**src/rtl/mcu_cmd_router_if.sv**
```systemverilog
// Byte-link bundle between the MCU deserializer, the command router and its target slaves.
interface mcu_cmd_router_if #(
    parameter int NUM_TARGETS = 4
);
    logic                       data_in_strobe;
    logic                       data_in_start;
    logic [7:0]                 data_in;
    logic [7:0]                 data_out;
    logic [NUM_TARGETS-1:0]     tgt_strobe;
    logic [NUM_TARGETS-1:0]     tgt_start;
    logic [7:0]                 tgt_data;
    logic [8*NUM_TARGETS-1:0]   tgt_dout;
    logic                       busy;
    logic                       frame_err;

    modport master (
        output data_in_strobe, data_in_start, data_in, tgt_dout,
        input  data_out, tgt_strobe, tgt_start, tgt_data, busy, frame_err
    );

    modport slave (
        input  data_in_strobe, data_in_start, data_in, tgt_dout,
        output data_out, tgt_strobe, tgt_start, tgt_data, busy, frame_err
    );
endinterface

```
**src/rtl/mcu_cmd_router.sv**
```systemverilog
// MCU byte-stream router: the first byte of a frame picks the target and the rest is forwarded to it.
// Optional MCU_ROUTER_STATS_EN adds per-target frame counters read back through pseudo-target 8'hFE.
module mcu_cmd_router #(
    parameter int         NUM_TARGETS = 4,
    parameter logic [7:0] MAX_FRAME   = 8'd255
) (
    input  logic             clk,
    input  logic             reset_n,
    mcu_cmd_router_if.slave  bus
);
    typedef enum logic [1:0] {IDLE, SELECT, FORWARD, DISCARD} state_t;

    state_t                 state, state_nxt;
    logic [2:0]             sel, sel_nxt;
    logic [7:0]             cnt, cnt_nxt;
    logic                   err_nxt;
    logic                   fwd, fwd_first, fwd_tgt;
    logic [NUM_TARGETS-1:0] one_hot, strobe_nxt, start_nxt;
    logic [7:0]             tdata_nxt, dout_nxt;
    logic [7:0]             dout_arr [8];

    // Readback mux is padded to 8 entries so the 3-bit sel always indexes in range.
    for (genvar k = 0; k < 8; k++) begin : g_dout
        if (k < NUM_TARGETS) begin : g_used
            assign dout_arr[k] = bus.tgt_dout[8*k +: 8];
        end else begin : g_pad
            assign dout_arr[k] = 8'h00;
        end
    end

    assign one_hot  = NUM_TARGETS'(1) << sel;
    assign bus.busy = (state != IDLE);

`ifdef MCU_ROUTER_STATS_EN
    logic       stats_q, stats_nxt;
    logic [7:0] frm_cnt  [NUM_TARGETS];
    logic [7:0] stat_arr [8];
    logic [7:0] stat_byte;
    logic       enter_fwd;

    for (genvar k = 0; k < 8; k++) begin : g_stat
        if (k < NUM_TARGETS) begin : g_used
            assign stat_arr[k] = frm_cnt[k];
        end else begin : g_pad
            assign stat_arr[k] = 8'h00;
        end
    end

    assign stat_byte = (cnt < 8'(NUM_TARGETS)) ? stat_arr[cnt[2:0]] : 8'h00;
    assign enter_fwd = bus.data_in_strobe && !bus.data_in_start && (state == SELECT) && !stats_q;
    assign fwd_tgt   = fwd && !stats_q;

    always_ff @(posedge clk or negedge reset_n) begin
        if (!reset_n) begin
            stats_q <= 1'b0;
            for (int k = 0; k < NUM_TARGETS; k++) frm_cnt[k] <= 8'h00;
        end else begin
            stats_q <= stats_nxt;
            for (int k = 0; k < NUM_TARGETS; k++)
                if (enter_fwd && sel == 3'(k) && frm_cnt[k] != 8'hFF)
                    frm_cnt[k] <= frm_cnt[k] + 8'd1;
        end
    end
`else
    assign fwd_tgt = fwd;
`endif

    always_ff @(posedge clk or negedge reset_n) begin
        if (!reset_n) begin
            state          <= IDLE;
            sel            <= 3'd0;
            cnt            <= 8'd0;
            bus.frame_err  <= 1'b0;
            bus.tgt_strobe <= '0;
            bus.tgt_start  <= '0;
            bus.tgt_data   <= 8'h00;
            bus.data_out   <= 8'h00;
        end else begin
            state          <= state_nxt;
            sel            <= sel_nxt;
            cnt            <= cnt_nxt;
            bus.frame_err  <= err_nxt;
            bus.tgt_strobe <= strobe_nxt;
            bus.tgt_start  <= start_nxt;
            bus.tgt_data   <= tdata_nxt;
            bus.data_out   <= dout_nxt;
        end
    end

    // A start byte re-targets from any state, so an open frame is simply abandoned.
    always_comb begin
        state_nxt = state;
        sel_nxt   = sel;
        cnt_nxt   = cnt;
        err_nxt   = bus.frame_err;
        fwd       = 1'b0;
        fwd_first = 1'b0;
`ifdef MCU_ROUTER_STATS_EN
        stats_nxt = stats_q;
`endif
        if (bus.data_in_strobe) begin
            if (bus.data_in_start) begin
                sel_nxt = bus.data_in[2:0];
                cnt_nxt = 8'd0;
                err_nxt = 1'b0;
`ifdef MCU_ROUTER_STATS_EN
                stats_nxt = 1'b0;
`endif
                if (bus.data_in < 8'(NUM_TARGETS)) begin
                    state_nxt = SELECT;
                end
`ifdef MCU_ROUTER_STATS_EN
                else if (bus.data_in == 8'hFE) begin
                    state_nxt = SELECT;
                    stats_nxt = 1'b1;
                end
`endif
                else begin
                    state_nxt = DISCARD;
                    err_nxt   = 1'b1;
                end
            end else begin
                case (state)
                    SELECT: begin
                        fwd       = 1'b1;
                        fwd_first = 1'b1;
                        cnt_nxt   = 8'd1;
                        state_nxt = FORWARD;
                    end
                    FORWARD: begin
                        if (cnt < MAX_FRAME) begin
                            fwd     = 1'b1;
                            cnt_nxt = cnt + 8'd1;
                        end else begin
                            state_nxt = DISCARD;
                            err_nxt   = 1'b1;
                        end
                    end
                    default: ;
                endcase
            end
        end
    end

    always_comb begin
        strobe_nxt = '0;
        start_nxt  = '0;
        tdata_nxt  = bus.tgt_data;
        if (fwd_tgt) begin
            strobe_nxt = one_hot;
            tdata_nxt  = bus.data_in;
            if (fwd_first) start_nxt = one_hot;
        end
        case (state)
            FORWARD: dout_nxt = dout_arr[sel];
            SELECT:  dout_nxt = 8'hA5;
            DISCARD: dout_nxt = 8'hFF;
            default: dout_nxt = 8'h00;
        endcase
`ifdef MCU_ROUTER_STATS_EN
        // Stats frames answer each payload byte directly; between bytes the answer is held.
        if (stats_q && (state == SELECT || state == FORWARD)) begin
            if (fwd)                  dout_nxt = stat_byte;
            else if (state == FORWARD) dout_nxt = bus.data_out;
        end
`endif
    end
endmodule

```
**src/flat_wrapper.sv**
```systemverilog
// flat-port wrapper written by rule: the top's interface ports become plain ports
module mcu_cmd_router_flat 
#(
    parameter int         NUM_TARGETS = 4,
    parameter logic [7:0] MAX_FRAME   = 8'd255
)
  (clk, reset_n, bus_data_in_strobe, bus_data_in_start, bus_data_in, bus_tgt_dout, bus_data_out, bus_tgt_strobe, bus_tgt_start, bus_tgt_data, bus_busy, bus_frame_err);
  mcu_cmd_router_if #(.NUM_TARGETS(NUM_TARGETS)) bus_i ();
  input  logic clk;
  input  logic reset_n;
  input wire logic [$bits(bus_i.data_in_strobe)-1:0] bus_data_in_strobe;
  input wire logic [$bits(bus_i.data_in_start)-1:0] bus_data_in_start;
  input wire logic [$bits(bus_i.data_in)-1:0] bus_data_in;
  input wire logic [$bits(bus_i.tgt_dout)-1:0] bus_tgt_dout;
  output wire logic [$bits(bus_i.data_out)-1:0] bus_data_out;
  output wire logic [$bits(bus_i.tgt_strobe)-1:0] bus_tgt_strobe;
  output wire logic [$bits(bus_i.tgt_start)-1:0] bus_tgt_start;
  output wire logic [$bits(bus_i.tgt_data)-1:0] bus_tgt_data;
  output wire logic [$bits(bus_i.busy)-1:0] bus_busy;
  output wire logic [$bits(bus_i.frame_err)-1:0] bus_frame_err;
  assign bus_i.data_in_strobe = bus_data_in_strobe;
  assign bus_i.data_in_start = bus_data_in_start;
  assign bus_i.data_in = bus_data_in;
  assign bus_i.tgt_dout = bus_tgt_dout;
  assign bus_data_out = bus_i.data_out;
  assign bus_tgt_strobe = bus_i.tgt_strobe;
  assign bus_tgt_start = bus_i.tgt_start;
  assign bus_tgt_data = bus_i.tgt_data;
  assign bus_busy = bus_i.busy;
  assign bus_frame_err = bus_i.frame_err;
  mcu_cmd_router #(.NUM_TARGETS(NUM_TARGETS), .MAX_FRAME(MAX_FRAME)) u_core (.clk(clk), .reset_n(reset_n), .bus(bus_i));
endmodule
```
**config.mk**
```make
export PLATFORM = sky130hd
export DESIGN_NAME = mcu_cmd_router_flat
export DESIGN_NICKNAME = d
export VERILOG_FILES = /design/src/rtl/mcu_cmd_router_if.sv /design/src/rtl/mcu_cmd_router.sv /design/src/flat_wrapper.sv
export SDC_FILE = /design/constraint.sdc
export NUM_CORES = 1
export LEC_CHECK = 0
export ABC_AREA = 0
export CORE_ASPECT_RATIO = 0.75
export CORE_MARGIN = 10
export CORE_UTILIZATION = 50
export CTS_BUF_LIST = sky130_fd_sc_hd__clkbuf_4
export CTS_CLUSTER_DIAMETER = 50
export DETAILED_ROUTE_END_ITERATION = 10
export MAX_ROUTING_LAYER = met4
export PLACE_DENSITY_LB_ADDON = 0.2
export REMOVE_ABC_BUFFERS = 1
export SETUP_SLACK_MARGIN = 0.3
export SYNTH_ARGS = -nofsm -noshare
export SYNTH_HDL_FRONTEND = slang
export SYNTH_SLANG_ARGS = --single-unit
```
**constraint.sdc**
```tcl
create_clock -name clk -period 4.28 [get_ports clk]
set_input_delay 0.642 -clock clk [delete_from_list [all_inputs] [get_ports clk]]
set_output_delay 0.642 -clock clk [all_outputs]
set_load 0.02 [all_outputs]
```
Yosys cells after proc, flatten, opt, wreduce, memory -nomap -nowiden. Cells that the tools add are included.

Output and inout bits: 26. Logic and storage cells: 52. Register bits: 38. Input port bits: 44.

Bitwise logic cells: 1. Equality and inequality tests: 6. Muxes and demuxes: 25. $add $sub $neg: 1. Shift-type cells: 1. Magnitude comparators: 3. Reduce and logical (&&, ||, !) cells: 7.

Operators by type and width (number): $mux W8 (4); $bmux W8 S3 (1); $pmux W8 S3 (1); $pmux W8 S2 (1); $mux W4 (3); $mux W1 (10); $reduce_and A3 Y1 (3); $add A8 B1 Y8 const B (1); $lt A8 B3 Y1 const B (1); $lt A8 B8 Y1 const B (1); $mux W2 (3); $eq A2 B2 Y1 const B (2); $ge A4 B4 Y1 const B (1); $not A3 Y4 (1); $pmux W2 S2 (1); $reduce_bool A2 Y1 (2); $shl A1 B3 Y4 const A (1); $ne A3 B2 Y1 const B (1); $ne A3 B3 Y1 const B (1); $reduce_bool A3 Y1 (1); $eq A2 B1 Y1 const B (1); $ne A2 B2 Y1 const B (1); $pmux W1 S2 (1); $reduce_and A2 Y1 (1).

Longest topological paths before layout.
Word-level depth: 6. Mapped depth: 8. Gate-level depth less buffers: 6.

Worst setup path after synthesis. No wires, ideal clock.

Path kind: input -> register. Start point: input port bus_data_in_start. End point: register u_core.bus.tgt_data[2]. Data required time: 4.155 ns. Slack: 2.518 ns. Library setup time: 0.125 ns. Arrival: 1.637 ns. Buffers on the path: 2. Stages on the path: 6. Cell sequence: buf_6 > and3b_2 > nand2_1 > o21a_1 > buf_6 > mux2_4.

Cells in the longest elaborated chain, start to end: 2.

RTL lines: start, declared (line flat_wrapper.sv:12) `input wire logic [$bits(bus_i.data_in_start)-1:0] bus_data_in_start;`; $mux W1 (line mcu_cmd_router.sv:102) `if (bus.data_in_start) begin`; $mux W1 (line mcu_cmd_router.sv:101) `if (bus.data_in_strobe) begin`; end signal, assigned (line mcu_cmd_router.sv:85) `bus.tgt_data <= tdata_nxt;`; end, declared (line mcu_cmd_router_if.sv:23) `output data_out, tgt_strobe, tgt_start, tgt_data, busy, frame_err`.

No other way between the ends. A chain may end at the register's enable or synchronous reset.

Worst setup path in the final report.
Start point: register u_core.state[0]. End point: output port bus_busy.

Cells in the longest elaborated chain, start to end: 1.

RTL lines: start, declared (line mcu_cmd_router.sv:13) `state_t state, state_nxt;`; start signal, assigned (line mcu_cmd_router.sv:79) `state <= state_nxt;`; $reduce_bool A2 Y1 (line mcu_cmd_router.sv:32) `assign bus.busy = (state != IDLE);`; end, declared (line flat_wrapper.sv:19) `output wire logic [$bits(bus_i.busy)-1:0] bus_busy;`.

No other way between the ends.

==> flow_summary.ini <==
[run_status]
status = finished clean

[logic_synthesis]
netlist_instances = 167
synth_mux_area_share_pct = 16.8
synth_adder_area_share_pct = 3.86
synthArstFlopShare_pct = 100
synth_compound_area_share_pct = 10.6
ys_types = 36
yosysTopAreaCellShare_pct = 48.9
synth_top_area_cell = dfrtp_1
postSynthAreaPerCell_um2 = 11.6
synth_top_family_by_area = multiplexers
synth_area_leaders = dfrtp_1 (49%), mux4_2 (9.3%), mux2_4 (4.6%), a21oi_1 (3.9%), ha_1 (3.9%)
synthSimpleGateAreaFrac_pct = 14.7
ys_warn_count = 0
synth_seq_area_share_pct = 48.9
ys.flop_type = dfrtp_1
synth_xor_xnor_area_share_pct = 0
synth_edf_count = 0
syn_area_um2 = 1940
ys_ff_latch = 38

[global_routing]
antenna_found_initial = 0
gr-usage-all-layers_pct = 15.9
grt_pass1_wl_um = 8220
grt_start_max_net_pins = 39
gr-total-overflow = 0
grt_pass1_vias = 1666

[layout]
synthToLayoutAreaGrowth_pct = 38.1
diodes = 0
drive_gt1_share_pct = 13.3
fin_area_um2 = 2690
instances_no_fill = 285
final_nets = 283
final_core_util_pct = 72.4
nFillCells = 277

[power_and_ir_drop]
p_sw_uw = 325
seqPwrFrac_pct = 43.8
ir_drop_mv = 0.322
p_int_uw = 746
power_leakage_uw = 0.00111
combPwrFrac_pct = 34.7
switching_share_pct = 30.4
p_clk_share_pct = 21.6
power_density_nw_per_um2 = 399

[detailed_routing]
ant_nets = 0
first_iter_violations = 76
routedWlPerCell_um = 17.5
postRouteWirelength_um = 4990
via_per_inst = 5.57
drc = 0
first_pass_iters = 4
route.vias.total = 1588

[die]
num_io_pins = 70
rows = 19
initial_core_util_pct = 52.4
dieArea_um2 = 6810
coreArea_um2 = 3710
die_x_um = 92.0
die_y_um = 74.0

[placement]
io_buffers = 69
place_ws_ns = 1.72
placedCellCount = 278
dpl_cell_area_um2 = 2610
dp_hpwl_um = 4020
place.gp.congestion = 0.873

[clock_network]
hold_buffers = 0
path_clk_slew_ns = 0.11
cts_max_level = 2
cts_resized = 0
numCtsBuffers = 5
root_buffer = clkbuf_4
clk_latency_ns = 0.35
post_cts_buffers = 0
cts_buffer_depth = 2
clock-sinks = 38
cts_tree = built

[timing]
max_freq_mhz = 416
worstMarginPinSlew_ns = 0.818
rsz0062_at_grt = no
fin_setup_tns_ns = 0
clock-skew-final_ns = 0.00544
fin_crit_ns = 2.41
worst_slack_ns = 1.87
finalSetupViolations = 0
hold_violations = 0
final_max_slew_viol_count = 0
fin_crit_sh_pct = 56.2
slew_headroom_pct = 45.5

[critical_path]
crit_start = u_core.state[0]
crit_top_cell = inv_1
slowest_stage = clkdlybuf4s50_1
path_max_fanout = 5
path_depth = 4
crit_path_end = bus_busy
cp_top_family = buffers and inverters
rrSetupSlack_ns = 2.16
reg2reg_depth = 6
cpPeakStageDelay_ns = 0.61
r2r-end = u_core.cnt[7]
crit_path_end_kind = output port
start_kind = flip-flop
worstSetupPathType = reg2out
r2r-start = u_core.state[0]
critical_path_buf_inv_count = 3
path_cells = inv_1, ha_1, inv_1, clkdlybuf4s50_1
cp.required_ns = 3.64
worstPathArrival_ns = 1.76

[job]
drv_cap = 0

[worst_hold_path]
min_path_type = in2async
[cell type report]
type | count | area (µm²) | area share, %
sequential | 38 | 951 | 35.4
multi-input combinational | 114 | 893 | 33.3
timing repair buffer | 69 | 686 | 25.5
tap | 52 | 65.1 | 2.42
clock buffer | 5 | 37.5 | 1.40
clock inverter | 2 | 33.8 | 1.26
inverter | 5 | 18.8 | 0.699
[state kept, by name (all words and copies together) (netlist names)]
register,cells
u_core.sel,3
u_core.bus.tgt_start,4
u_core.state,2
u_core.bus.frame_err,1
u_core.cnt,8
u_core.bus.tgt_data,8
u_core.bus.tgt_strobe,4
u_core.bus.data_out,8
[synth_stat cells, types with 3 or more instances]
master    instances
inv_1             5
nor2_1           15
nand2b_1          3
or4_1             5
buf_6             5
a21oi_1          15
ha_1              6
dfrtp_1          38
o21ai_0           5
mux2_2            5
mux4_2            8
nand2_1          14
nand3_1           4
mux2_4            6
o31ai_1           4
nor3_1            5
[cell usage in the layout (no fill, tap or decap), drive strengths merged]
cell and instances:
clkdlybuf4s50 68, dfrtp 38, nor2 16, a21oi 15
nand2 14, mux2 11, mux4 8, ha 6
o21ai 6, inv 5, nor3 5, or4 5
clkbuf 5, nand3 4, o31ai 4, nand2b 3
o21a 2, nor4 2, nor2b 2, and3b 1
nand3b 1, nand4 1, o31a 1, a211oi 1
o211ai 1, or3 1, o2bb2a 1, a311oi 1
and2b 1, a221oi 1, clkinv 1, bufinv 1
buf 1
[per-layer routing]
metal | global-route usage [%] | vias to the layer above | routed length (µm)
met2 | 25.1 | 64 | 2360
met5 | - | - | 0
met4 | 5.29 | 0 | 55
met3 | 5.83 | 6 | 335
met1 | 18.6 | 781 | 2240
li1 | - | 737 | -
[power by group through the flow]
stage | combinational [µW] | sequential [µW] | clock, µW
2_1_floorplan | 126 | 533 | 0
3_3_place_gp | 366 | 473 | 0
3_5_place_dp | 374 | 477 | 0
4_1_cts | 376 | 470 | 233
5_1_grt | 398 | 480 | 249
6_report | 372 | 469 | 231
[logic make-up after synthesis]
family | after synthesis
and+or+nand+nor | 56
adders and majority gates | 6
muxes | 19
buffers and inverters | 15
AOI/OAI and AO/OA | 33
DFF | 38
[worst min-delay path by stage]
stage	to	start	cells past startpoint	slack (ns)
5_1_grt	u_core.bus.data_out[0]	reset_n	1	0.43
3_3_place_gp	u_core.bus.tgt_data[1]	u_core.bus.tgt_data[1]	1	0.50
4_1_cts	u_core.bus.tgt_strobe[2]	reset_n	1	0.40
3_5_place_dp	u_core.bus.tgt_data[6]	u_core.bus.tgt_data[6]	1	0.50
6_report	u_core.bus.tgt_strobe[2]	reset_n	1	0.38
2_1_floorplan	u_core.bus.data_out[0]	reset_n	0	0.35
[through the flow]
step                hold WS, ns  power [µW]
finish                    0.377        1070
detailed placement        0.502         852
floorplan                 0.346         658
global placement          0.496         839
CTS                       0.404        1080
global route              0.430        1130
(Power assumes the default switching activity.)
